==> config.mk <==
export PLATFORM = sky130hd
export DESIGN_NAME = wb_arbiter_flat
export DESIGN_NICKNAME = d
export VERILOG_FILES = /design/src/rtl/wb_arbiter_if.sv /design/src/rtl/wb_arbiter.sv /design/src/flat_wrapper.sv
export SDC_FILE = /design/constraint.sdc
export NUM_CORES = 1
export LEC_CHECK = 0
export CELL_PAD_IN_SITES_DETAIL_PLACEMENT = 1
export CELL_PAD_IN_SITES_GLOBAL_PLACEMENT = 1
export CORE_UTILIZATION = 33
export DETAILED_ROUTE_END_ITERATION = 6
export PLACE_DENSITY_LB_ADDON = 0.2
export RECOVER_POWER = 50
export SLEW_MARGIN = 15
export SYNTH_ARGS = -nofsm -noshare
export SYNTH_HDL_FRONTEND = slang
export SYNTH_SLANG_ARGS = --single-unit
==> constraint.sdc <==
create_clock -name clk -period 1.7 [get_ports clk]
set_input_delay 0.51 -clock clk [delete_from_list [all_inputs] [get_ports clk]]
set_output_delay 0.51 -clock clk [all_outputs]
set_load 0.02 [all_outputs]
==> src/rtl/wb_arbiter_if.sv <==
// Write-port arbitration bus between the wb stage, the divider and the register file.
// The arbiter takes the slave view; the surrounding pipeline/divider take the master view.
interface wb_arbiter_if;
  logic        pipe_we_i;
  logic [4:0]  pipe_waddr_i;
  logic [31:0] pipe_wdata_i;
  logic        div_valid_i;
  logic [4:0]  div_waddr_i;
  logic [31:0] div_wdata_i;
  logic        div_ready_o;
  logic        hold_o;
  logic        pend_o;
  logic [4:0]  pend_waddr_o;
  logic        reg_we_o;
  logic [4:0]  reg_waddr_o;
  logic [31:0] reg_wdata_o;

  modport master (
    output pipe_we_i, pipe_waddr_i, pipe_wdata_i,
    output div_valid_i, div_waddr_i, div_wdata_i,
    input  div_ready_o, hold_o, pend_o, pend_waddr_o,
    input  reg_we_o, reg_waddr_o, reg_wdata_o
  );

  modport slave (
    input  pipe_we_i, pipe_waddr_i, pipe_wdata_i,
    input  div_valid_i, div_waddr_i, div_wdata_i,
    output div_ready_o, hold_o, pend_o, pend_waddr_o,
    output reg_we_o, reg_waddr_o, reg_wdata_o
  );
endinterface

==> src/rtl/wb_arbiter.sv <==
// Register-file write-port arbiter: pipeline writeback always wins, one buffered divider result
// drains into idle cycles. Define WB_ARB_STARVE_EN to enable the starvation counter / FORCE state.
module wb_arbiter #(
  parameter int unsigned STARVE_MAX = 4
) (
  input logic         clk,
  input logic         rst,
  wb_arbiter_if.slave bus
);

  if (STARVE_MAX < 1 || STARVE_MAX > 15) begin : g_bad_starve_max
    $error("wb_arbiter: STARVE_MAX must be in 1..15");
  end

`ifdef WB_ARB_STARVE_EN
  typedef enum logic [1:0] {StIdle = 2'd0, StPend = 2'd1, StForce = 2'd2} state_e;
`else
  typedef enum logic [1:0] {StIdle = 2'd0, StPend = 2'd1} state_e;
`endif

  state_e      state;
  logic [4:0]  buf_waddr;
  logic [31:0] buf_wdata;
  logic        pipe_hit;
  logic        release_buf;

  // A younger pipeline write to the same register supersedes the buffered result.
  assign pipe_hit    = bus.pipe_we_i && (bus.pipe_waddr_i == buf_waddr);
  assign release_buf = !bus.pipe_we_i || pipe_hit;

`ifdef WB_ARB_STARVE_EN
  localparam logic [3:0] StarveMaxW = 4'(STARVE_MAX);
  logic [3:0] starve_cnt;
  logic [3:0] cnt_inc;
  assign cnt_inc    = (starve_cnt == 4'hf) ? starve_cnt : starve_cnt + 4'd1;
  assign bus.hold_o = (state == StForce);
`else
  assign bus.hold_o = 1'b0;
`endif

  assign bus.div_ready_o  = (state == StIdle);
  assign bus.pend_o       = (state != StIdle);
  assign bus.pend_waddr_o = buf_waddr;

  always_ff @(posedge clk) begin
    if (!rst) begin
      state           <= StIdle;
      buf_waddr       <= 5'd0;
      buf_wdata       <= 32'd0;
      bus.reg_we_o    <= 1'b0;
      bus.reg_waddr_o <= 5'd0;
      bus.reg_wdata_o <= 32'd0;
`ifdef WB_ARB_STARVE_EN
      starve_cnt      <= 4'd0;
`endif
    end else begin
      if (bus.pipe_we_i) begin
        bus.reg_we_o    <= (bus.pipe_waddr_i != 5'd0);
        bus.reg_waddr_o <= bus.pipe_waddr_i;
        bus.reg_wdata_o <= bus.pipe_wdata_i;
      end else if (state != StIdle) begin
        bus.reg_we_o    <= 1'b1;
        bus.reg_waddr_o <= buf_waddr;
        bus.reg_wdata_o <= buf_wdata;
      end else begin
        bus.reg_we_o    <= 1'b0;
      end

      case (state)
        StIdle: begin
          // Results for x0 complete the handshake but are dropped.
          if (bus.div_valid_i && (bus.div_waddr_i != 5'd0)) begin
            state     <= StPend;
            buf_waddr <= bus.div_waddr_i;
            buf_wdata <= bus.div_wdata_i;
          end
        end
        StPend: begin
          if (release_buf) begin
            state      <= StIdle;
`ifdef WB_ARB_STARVE_EN
            starve_cnt <= 4'd0;
          end else begin
            starve_cnt <= cnt_inc;
            if (cnt_inc >= StarveMaxW) begin
              state <= StForce;
            end
`endif
          end
        end
`ifdef WB_ARB_STARVE_EN
        StForce: begin
          if (release_buf) begin
            state      <= StIdle;
            starve_cnt <= 4'd0;
          end
        end
`endif
        default: state <= StIdle;
      endcase
    end
  end

endmodule

==> src/flat_wrapper.sv <==
// flat-port wrapper written by rule: the top's interface ports become plain ports
module wb_arbiter_flat 
#(
  parameter int unsigned STARVE_MAX = 4
)
  (clk, rst, bus_pipe_we_i, bus_pipe_waddr_i, bus_pipe_wdata_i, bus_div_valid_i, bus_div_waddr_i, bus_div_wdata_i, bus_div_ready_o, bus_hold_o, bus_pend_o, bus_pend_waddr_o, bus_reg_we_o, bus_reg_waddr_o, bus_reg_wdata_o);
  wb_arbiter_if bus_i ();
  input logic clk;
  input logic rst;
  input wire logic [$bits(bus_i.pipe_we_i)-1:0] bus_pipe_we_i;
  input wire logic [$bits(bus_i.pipe_waddr_i)-1:0] bus_pipe_waddr_i;
  input wire logic [$bits(bus_i.pipe_wdata_i)-1:0] bus_pipe_wdata_i;
  input wire logic [$bits(bus_i.div_valid_i)-1:0] bus_div_valid_i;
  input wire logic [$bits(bus_i.div_waddr_i)-1:0] bus_div_waddr_i;
  input wire logic [$bits(bus_i.div_wdata_i)-1:0] bus_div_wdata_i;
  output wire logic [$bits(bus_i.div_ready_o)-1:0] bus_div_ready_o;
  output wire logic [$bits(bus_i.hold_o)-1:0] bus_hold_o;
  output wire logic [$bits(bus_i.pend_o)-1:0] bus_pend_o;
  output wire logic [$bits(bus_i.pend_waddr_o)-1:0] bus_pend_waddr_o;
  output wire logic [$bits(bus_i.reg_we_o)-1:0] bus_reg_we_o;
  output wire logic [$bits(bus_i.reg_waddr_o)-1:0] bus_reg_waddr_o;
  output wire logic [$bits(bus_i.reg_wdata_o)-1:0] bus_reg_wdata_o;
  assign bus_i.pipe_we_i = bus_pipe_we_i;
  assign bus_i.pipe_waddr_i = bus_pipe_waddr_i;
  assign bus_i.pipe_wdata_i = bus_pipe_wdata_i;
  assign bus_i.div_valid_i = bus_div_valid_i;
  assign bus_i.div_waddr_i = bus_div_waddr_i;
  assign bus_i.div_wdata_i = bus_div_wdata_i;
  assign bus_div_ready_o = bus_i.div_ready_o;
  assign bus_hold_o = bus_i.hold_o;
  assign bus_pend_o = bus_i.pend_o;
  assign bus_pend_waddr_o = bus_i.pend_waddr_o;
  assign bus_reg_we_o = bus_i.reg_we_o;
  assign bus_reg_waddr_o = bus_i.reg_waddr_o;
  assign bus_reg_wdata_o = bus_i.reg_wdata_o;
  wb_arbiter #(.STARVE_MAX(STARVE_MAX)) u_core (.clk(clk), .rst(rst), .bus(bus_i));
endmodule
==> results of run 1 <==
==> timing repair <==
action,in CTS,in global routing
pin swaps,0,0
resized for setup,45,2
endpoints found under the setup margin,45,3
hold buffers,0,0
==> worst max-delay path by stage <==
stage,to,cells after the start,start
finish,bus_pend_waddr_o[4],1,u_core.bus.pend_waddr_o[4]$_SDFFE_PN0P_
global route,bus_pend_waddr_o[2],1,u_core.bus.pend_waddr_o[2]$_SDFFE_PN0P_
CTS,bus_pend_waddr_o[4],1,u_core.bus.pend_waddr_o[4]$_SDFFE_PN0P_
detailed placement,u_core.buf_wdata[19]$_SDFFE_PN0P_,5,bus_div_waddr_i[4]
global placement,u_core.buf_wdata[23]$_SDFFE_PN0P_,5,bus_div_waddr_i[4]
floorplan,u_core.bus.reg_wdata_o[10]$_SDFFE_PN0P_,5,u_core.state[0]$_SDFFE_PN0P_
==> logic make-up after synthesis <==
family / after synthesis / share of synthesized area [%]
AO/OA/AOI/OAI: 11 / 2.021
XOR/XNOR: 5 / 1.286
buffers and inverters: 29 / 5.439
flip-flops: 76 / 44.69
multiplexers: 106 / 32.52
other: 1 / 0.1101
AND/OR/NAND/NOR: 119 / 13.93
==> sequential cells by signal (all words and copies together) (netlist names) <==
name	count
u_core.bus.reg_waddr_o	5
u_core.bus.pend_waddr_o	5
u_core.bus.reg_wdata_o	32
u_core.state	1
u_core.buf_wdata	32
u_core.bus.reg_we_o	1
==> per-layer routing <==
| metal | GRT usage (%) | routed length (um) | vias to the layer above | part of all wire [%] |
|---|---|---|---|---|
| li1 | - | - | 1404 | - |
| met1 | 21.44 | 4069 | 1388 | 43 |
| met2 | 33.65 | 4847 | 78 | 51 |
| met3 | 3.839 | 431 | 10 | 4.6 |
| met4 | 6.108 | 111 | 0 | 1.2 |
| met5 | 0 | 0 | - | 0 |
==> cell type report <==
| cell class | instances | area [um2] |
|---|---|---|
| clock buffer | 12 | 155.1 |
| clock inverter | 4 | 95.09 |
| fill | 1117 | 4825 |
| inverter | 2 | 7.507 |
| multi-input combinational | 242 | 1705 |
| sequential | 76 | 1523 |
| tap | 133 | 166.4 |
| timing repair buffer | 141 | 1388 |
==> power by group through the flow <==
| stage | clock [mW] | combinational [mW] | sequential [mW] |
|---|---|---|---|
| final | 1.72 | 1.01 | 1.99 |
| after global routing | 1.83 | 1.09 | 2.01 |
| after CTS | 1.75 | 1.03 | 1.99 |
| after detailed placement | 0 | 1.08 | 2.04 |
| after global placement | 0 | 1.05 | 2.03 |
| after floorplan | 0 | 0.506 | 2.11 |
==> cells in the final DEF (no fill, tap or decap), types with 2 or more instances in the layout <==
cell type / synthesis / final
nand2_1: 71 / 71
o22ai_1: 2 / 2
bufinv_16: 0 / 3
mux2_2: 37 / 37
dlygate4sd2_1: 0 / 44
clkbuf_8: 0 / 11
nand3_1: 4 / 4
nor2_1: 39 / 39
buf_12: 2 / 7
mux2i_1: 69 / 69
buf_4: 1 / 9
buf_2: 11 / 2
xor2_1: 5 / 5
o21ai_0: 5 / 5
clkdlybuf4s50_1: 0 / 75
dfxtp_1: 76 / 75
inv_1: 2 / 2
==> Yosys cell counts (2+ instances only) <==
library cell / number
nor2_1: 39
buf_2: 11
mux2i_1: 69
xor2_1: 5
buf_6: 2
inv_1: 2
o21ai_0: 5
buf_12: 2
dfxtp_1: 76
o22ai_1: 2
nand2_1: 71
nand3_1: 4
clkbuf_1: 10
mux2_2: 37
==> metrics by stage <==
| stage | instance area, um2 | total power [mW] | utilization [%] | setup WS [ps] | std cells |
|---|---|---|---|---|---|
| 2_1_floorplan | 3405 | 2.617 | - | 302.0 | 347 |
| 3_3_place_gp | 4843 | 3.084 | 49.10 | -120.1 | 594 |
| 3_5_place_dp | 4843 | 3.112 | 49.10 | -176.8 | 594 |
| 4_1_cts | 5037 | 4.775 | 51.07 | 34.67 | 610 |
| 5_1_grt | 5040 | 4.934 | 51.09 | 5.303 | 610 |
| 6_report | 5040 | 4.721 | 51.09 | 60.51 | 610 |
==> flow_summary.ini, run 1 <==
[clocking]
cts_made_buffers = 9
clkLatencyLatePin_ps = 340
cts_setup_buffers = 0
cts.clk_slew.worst_paths_ps = 80
cts_root_buffer = clkbuf_8
cts_htree_levels = 3
cts_tree = yes
clockBufferDepth = 2
clock_sinks = 76

[setup_path]
arrival_ps = 1130
cp_max_fo = 4
worstReg2RegEnd = u_core.bus.reg_waddr_o[2]$_SDFFE_PN0P_
cp.required_ps = 1190
critPathSlowestCell = dfxtp_1
path_class = flop to output pin
reg2reg_depth = 5
critical_path.max_stage_delay_ps = 400
cp_top_family = flip-flops
r2r_slack_ps = 150
critPathBufInv = 1
timing.rr.start = u_core.state[0]$_SDFFE_PN0P_
crit_path_end_kind = output pin
start_kind = flop
crit_path_cell_trace = dlygate4sd2_1

[power]
power_density_mw_per_mm2 = 936.7
seq_power_share_pct = 42.2
vdd_ir_drop_max_uv = 422.8
combPwrFrac_pct = 21.4
p_clk_share_pct = 36.4
p_switching_mw = 1.208
switching_share_pct = 25.59
p_int_mw = 3.513
leakagePower_nw = 2.317

[floorplan]
ios = 124
start_util_pct = 34.51
dieArea_mm2 = 0.01073
rows = 36
die_h_um = 103.6
fp.coreArea_mm2 = 0.009864
die_w_um = 103.6

[drt]
drt-vias-per-instance = 4.721
drc_errors = 0
antenna_left = 0
routedWlPerCell_um = 15.51
wirelength_um = 9459
dr.pass1.iters = 4
drt-initial-drc-count = 62
vias = 2880

[min_path]
worstHoldPathCells = 2
hold_path.class = flop to flop
hold-path-endpoint = u_core.buf_wdata[15]$_SDFFE_PN0P_
worstHoldStart = u_core.buf_wdata[15]$_SDFFE_PN0P_

[placed_design]
gp_congestion = 0.7467
hpwlAfterDp_um = 7000
io_buffer_count = 122

[timing]
post-route-period-util_pct = 96.44
final_max_slew_viol_count = 0
fmax_mhz = 609.9
setup_violations = 0
fin_crit_ps = 1639
finClkSkew_ps = 7.602
hold_violations = 0
rsz0062_at_grt = no
final.setup.tns_ps = 0
whs_ps = 463.8

[final_layout]
area_delta_synth_final_pct = 48.03
finalNetCount = 550
drive_above_1_share_pct = 16.14
insertedDiodeCount = 0

[synthesis]
synth_cell_type_count = 26
synthTopCellsByArea = dfxtp_1 45%, mux2i_1 20%, mux2_2 12%
syn_area_mm2 = 0.003405
synth_top_cell_area_share_pct = 44.69
synth_flop_cell = dfxtp_1
syn_nets = 425
synth_cells = 347
synth_edf_count = 0
ys_warn_count = 0
syn_avg_cell_area_um2 = 9.811
synthArstFlopShare_pct = 0
yosysSeqAreaShare_pct = 44.69
synth_top_area_cell = dfxtp_1
ys_seq_elements = 76

[job]
maxCapViolCount = 0

[global_route]
grt_use_total_pct = 18.50
grt_antenna_before_repair = 0
grt.overflow.total = 0
grt_start_max_net_pins = 31
grt_pass1_wl_um = 15780
grt_pass1_vias = 3202

[outcome]
status = finished clean
(Power assumes the default switching activity.)
==> inputs of run 2 (changes only) <==
- GPL_TIMING_DRIVEN: unset -> 0
- SLEW_MARGIN: 15 -> 25
==> run 2 against run 1 <==
Net effect: sequential cell count unchanged; routed wire length increased by 0.53%; first-iteration DRC count decreased by 50%; setup slack improved by 2.7 ps; sequential power about the same; clock skew about the same; critical endpoint is now bus_pend_waddr_o[0]; highest routed layer unchanged; total power decreased by 4.4%; largest power group unchanged; sequential share of layout area increased by 0.28 points; critical path depth unchanged; maximum frequency increased by 0.17%; clock-buffer cell count decreased by 2; utilization decreased by 0.51 points.
==> flow_summary.ini, run 2 (synthesized netlist as in run 1, its figures left out) <==
[drt]
vias = 2920
wirelength_um = 9509
antenna_left = 0
dr.pass1.iters = 4
drt-initial-drc-count = 31
drt-vias-per-instance = 4.702
routedWlPerCell_um = 15.31
drc_errors = 0

[floorplan]
fp.coreArea_mm2 = 0.009864
rows = 36
die_w_um = 103.6
start_util_pct = 34.51
ios = 124
die_h_um = 103.6
dieArea_mm2 = 0.01073

[setup_path]
critical_path.max_stage_delay_ps = 410
worstReg2RegEnd = u_core.bus.reg_wdata_o[24]$_SDFFE_PN0P_
crit_path_cell_trace = dlygate4sd2_1
start_kind = flop
cp_top_family = flip-flops
r2r_slack_ps = 160
crit_path_end_kind = output pin
critPathBufInv = 1
cp.required_ps = 1190
reg2reg_depth = 6
cp.depth = 1
path_class = flop to output pin
timing.rr.start = u_core.state[0]$_SDFFE_PN0P_
critPathSlowestCell = dfxtp_1
cp_max_fo = 4
arrival_ps = 1130

[power]
finalPower_mw = 4.512
power_density_mw_per_mm2 = 904.2
leakagePower_nw = 2.314
vdd_ir_drop_max_uv = 404.4

[timing]
final.setup.tns_ps = 0
finClkSkew_ps = 7.763
fin_crit_ps = 1637
layout_setup_ws_ps = 63.22
setup_violations = 0
final_max_slew_viol_count = 0
rsz0062_at_grt = no
post-route-period-util_pct = 96.28
fmax_mhz = 611.0
hold_violations = 0

[final_layout]
layout_common_cells = 76 x clkdlybuf4s50_1, 76 x dfxtp_1, 71 x nand2_1, 69 x mux2i_1, 44 x dlygate4sd2_1
top_regs = u_core.buf_wdata x32, u_core.bus.reg_wdata_o x32
finalNetCount = 561
multiInputGateArea_mm2 = 0.001698
regArea_mm2 = 0.001521
final_util_pct = 50.58
insertedDiodeCount = 0
drive_above_1_share_pct = 17.42
n_fill_cell = 1148
area_delta_synth_final_pct = 46.56
layout.cells.non_filler = 621

[min_path]
worstHoldPathCells = 2
hold_path.class = flop to flop
hold-path-endpoint = u_core.buf_wdata[14]$_SDFFE_PN0P_
worstHoldStart = u_core.buf_wdata[14]$_SDFFE_PN0P_

[placed_design]
io_buffer_count = 121
hpwlAfterDp_um = 7177
pre_cts_slack_ps = -572.9
place_inst = 601
gp_congestion = 0.7135

[outcome]
status = finished clean

[global_route]
grt_start_max_net_pins = 16
grt_pass1_vias = 3109
grt_pass1_wl_um = 15450
grt_use_total_pct = 18.13
grt_antenna_before_repair = 0
grt.overflow.total = 0

[clocking]
clkLatencyLatePin_ps = 340
cts_made_buffers = 9
ctsHoldBuffers = 0
cts.clk_slew.worst_paths_ps = 90
clock_sinks = 76
clockBufferDepth = 2
cts_tree = yes
cts_root_buffer = clkbuf_8
cts_htree_levels = 3

[job]
maxCapViolCount = 0
[run 2: worst max-delay path by stage]
stage                                             from  slack, ps                                      end
6_report       u_core.bus.pend_waddr_o[0]$_SDFFE_PN0P_         60                      bus_pend_waddr_o[0]
5_1_grt                   u_core.state[0]$_SDFFE_PN0P_        0.3                          bus_div_ready_o
4_1_cts                                            rst        0.5  u_core.bus.reg_wdata_o[18]$_SDFFE_PN0P_
3_5_place_dp                                       rst       -570   u_core.bus.reg_wdata_o[8]$_SDFFE_PN0P_
3_3_place_gp                                       rst       -520  u_core.bus.reg_wdata_o[19]$_SDFFE_PN0P_
2_1_floorplan             u_core.state[0]$_SDFFE_PN0P_        300  u_core.bus.reg_wdata_o[10]$_SDFFE_PN0P_
[run 2: repair_timing]
action / in CTS / in global routing
cloned: 0 / 0
endpoints found under the setup margin: 89 / 12
buffers inserted: 0 / 6
gates resized for setup: 52 / 5
pin swaps: 0 / 0
[run 2: worst min-delay path, delay by kind of cell, from the launching register on]
family        cells  cell delay (ps)
mux               1               50
simple gates      1               50
flops             1              320
[run 2: through the flow]
stage	hold slack (ps)	instance area (um2)
after detailed placement	447.4	4782
after global routing	478.7	4990
final	458.9	4990
after global placement	440.9	4782
after CTS	466.1	4942
after floorplan	431.3	3405
[run 2: layout make-up]
class                      instances  area share (%)
buffer                            25           3.561
clock buffer                      10           2.558
clock inverter                     6           1.780
inverter                           2          0.1505
multi-input combinational        242           34.03
sequential                        76           30.49
tap                              133           3.335
timing repair buffer             127           24.10
[run 2: layer usage]
| metal | GRT usage (%) | wire length (um) | up-vias |
|---|---|---|---|
| met1 | 21.84 | 4214 | 1401 |
| li1 | - | - | 1426 |
| met2 | 31.88 | 4681 | 85 |
| met4 | 5.590 | 95 | 0 |
| met3 | 4.154 | 518 | 8 |
| met5 | 0 | 0 | - |
[run 2: power by group]
part	total [mW]	leakage [nW]	internal (mW)	switching, mW
registers	1.99	0.626	1.92	0.0715
clock network	1.50	0.102	0.828	0.676
logic	1.02	1.59	0.548	0.471
==> inputs of run 3 (changes only) <==
--- a/config.mk
+++ b/config.mk
@@ -8,5 +8,5 @@
 export CELL_PAD_IN_SITES_DETAIL_PLACEMENT = 1
 export CELL_PAD_IN_SITES_GLOBAL_PLACEMENT = 1
-export CORE_UTILIZATION = 33
+export CORE_UTILIZATION = 36
 export DETAILED_ROUTE_END_ITERATION = 6
 export GPL_TIMING_DRIVEN = 0
==> constraint.sdc (replaced) <==
create_clock -name clk -period 2 [get_ports clk]
set_input_delay 0.4 -clock clk [delete_from_list [all_inputs] [get_ports clk]]
set_output_delay 0.4 -clock clk [all_outputs]
set_load 0.02 [all_outputs]
==> run 3 against run 2 <==
Net effect: routed wire length fell by 0.12%; utilization rose by 3.4 points; sequential cell count did not move; clock skew rose by 1.9 ps; hold slack improved by 3.5 ps; non-clock buffer count fell by 5; critical path depth rose by 2; largest power group unchanged.
==> flow_summary.ini, run 3 (synthesized netlist as in run 1, its figures left out) <==
[timing]
fmax_mhz = 534.6
fin_crit_ps = 1870
finClkSkew_ps = 9.633
layout_setup_ws_ps = 129.6
final_max_slew_viol_count = 0
post-route-period-util_pct = 93.52
rsz0062_at_grt = no
tightest_slew_ps = 633.1
slew_headroom_pct = 57.79
setup_violations = 0
hold_violations = 0

[power]
vdd_ir_drop_max_uv = 347.8
finalPower_mw = 3.858
power_density_mw_per_mm2 = 777.6
leakagePower_nw = 2.140

[final_layout]
top_regs = u_core.buf_wdata x32, u_core.bus.reg_wdata_o x32
insertedDiodeCount = 0
area_delta_synth_final_pct = 45.72
final_area_mm2 = 0.004961
final_util_pct = 53.95
regArea_mm2 = 0.001521
multiInputGateArea_mm2 = 0.001698
final_common_cell = clkdlybuf4s50_1
finalNetCount = 556
n_fill_cell = 1078
drive_above_1_share_pct = 14.29
layout_common_cells = 103 x clkdlybuf4s50_1, 76 x dfxtp_1, 71 x nand2_1, 69 x mux2i_1, 39 x nor2_1

[setup_path]
critPathSlowestCell = clkdlybuf4s50_1
cp.required_ps = 1600
critical_path.max_stage_delay_ps = 590
cp.depth = 3
crit_path_cell_trace = buf_6, inv_1, clkdlybuf4s50_1
critPathBufInv = 3
cp_max_fo = 15
reg2reg_depth = 5
crit_path_end_kind = output pin
cp_top_family = buffers and inverters
arrival_ps = 1470
path_class = flop to output pin
start_kind = flop

[clocking]
cts_root_buffer = clkbuf_8
cts.clk_slew.worst_paths_ps = 90
cts_tree = yes
ctsHoldBuffers = 0
clock_sinks = 76
cts_resized = 0
clkLatencyLatePin_ps = 340
cts_htree_levels = 3
clockBufferDepth = 2
cts_made_buffers = 9
cts_setup_buffers = 0

[placed_design]
io_buffer_count = 121
pre_cts_slack_ps = -152.9
placed_area_mm2 = 0.004755
gp_congestion = 0.7427
hpwlAfterDp_um = 7081

[min_path]
worstHoldPathCells = 2
hold_path.class = flop to flop

[job]
maxCapViolCount = 0

[drt]
routedWlPerCell_um = 15.99
drc_errors = 0
drt-vias-per-instance = 4.813
antenna_left = 0
vias = 2859
wirelength_um = 9498
dr.pass1.iters = 4
drt-initial-drc-count = 58

[floorplan]
fp.coreArea_mm2 = 0.009196
start_util_pct = 37.02
ios = 124
die_w_um = 99.25
dieArea_mm2 = 0.009850
die_h_um = 99.25
rows = 35

[global_route]
grt_start_max_net_pins = 16
grt_use_total_pct = 20.13
grt_antenna_before_repair = 0
grt_pass1_wl_um = 15350
grt.overflow.total = 0
grt_pass1_vias = 3142

[outcome]
status = finished clean
[run 3: cell types whose count changed in the layout (fill, tap and decap cells not counted), sizes merged]
cell / change
dlygate4sd3: +18
dlygate4sd2: -44
clkdlybuf4s50: +27
clkbuf: +4
clkinv: +2
clkinvlp: -1
buf: -10
clkdlybuf4s15: -1
[run 3: area by class of cell]
type	count	area share (%)
plain buffers	26	3.405
clock buffers	9	2.497
clock inverters	7	1.841
inverters	2	0.1513
multi-input cells	242	34.22
flip-flops and latches	76	30.67
well taps	111	2.799
repair buffers	121	24.41
[run 3: power breakdown]
part / total (mW) / leakage (nW) / switching (mW) / internal [mW]
Combinational: 0.880 / 1.40 / 0.399 / 0.481
Sequential: 1.69 / 0.626 / 0.0645 / 1.63
Clock: 1.28 / 0.109 / 0.585 / 0.698
[run 3: stage by stage]
stage                     hold slack, ps  setup TNS [ps]  std cells
after detailed placement           451.0           -3946        579
after CTS                          467.9               0        594
after floorplan                    431.3               0        347
final                              462.4               0        594
after global routing               486.8               0        594
after global placement             441.9           -2772        579
[run 3: routing by layer]
layer  global-route usage, %  wire (um)
met1                   24.11       4217
met2                   36.00       4734
met3                   4.287        461
met4                   6.109         84
met5                       0          0
[run 3: worst paths after layout]
check                                                               to                             start  slack (ps)
worst min-delay path                  u_core.buf_wdata[6]$_SDFFE_PN0P_  u_core.buf_wdata[6]$_SDFFE_PN0P_         460
worst max-delay path                                   bus_div_ready_o      u_core.state[0]$_SDFFE_PN0P_         130
worst min register to register        u_core.buf_wdata[6]$_SDFFE_PN0P_  u_core.buf_wdata[6]$_SDFFE_PN0P_         460
worst max register to register  u_core.bus.reg_waddr_o[2]$_SDFFE_PN0P_      u_core.state[0]$_SDFFE_PN0P_         200
[run 3: worst register-to-register path, delay by kind of cell, from the launching register on]
family	cells	cell delay (ps)
AND/OR/NAND/NOR	1	70
buffers and inverters	2	690
flip-flops	1	360
multiplexers	2	560
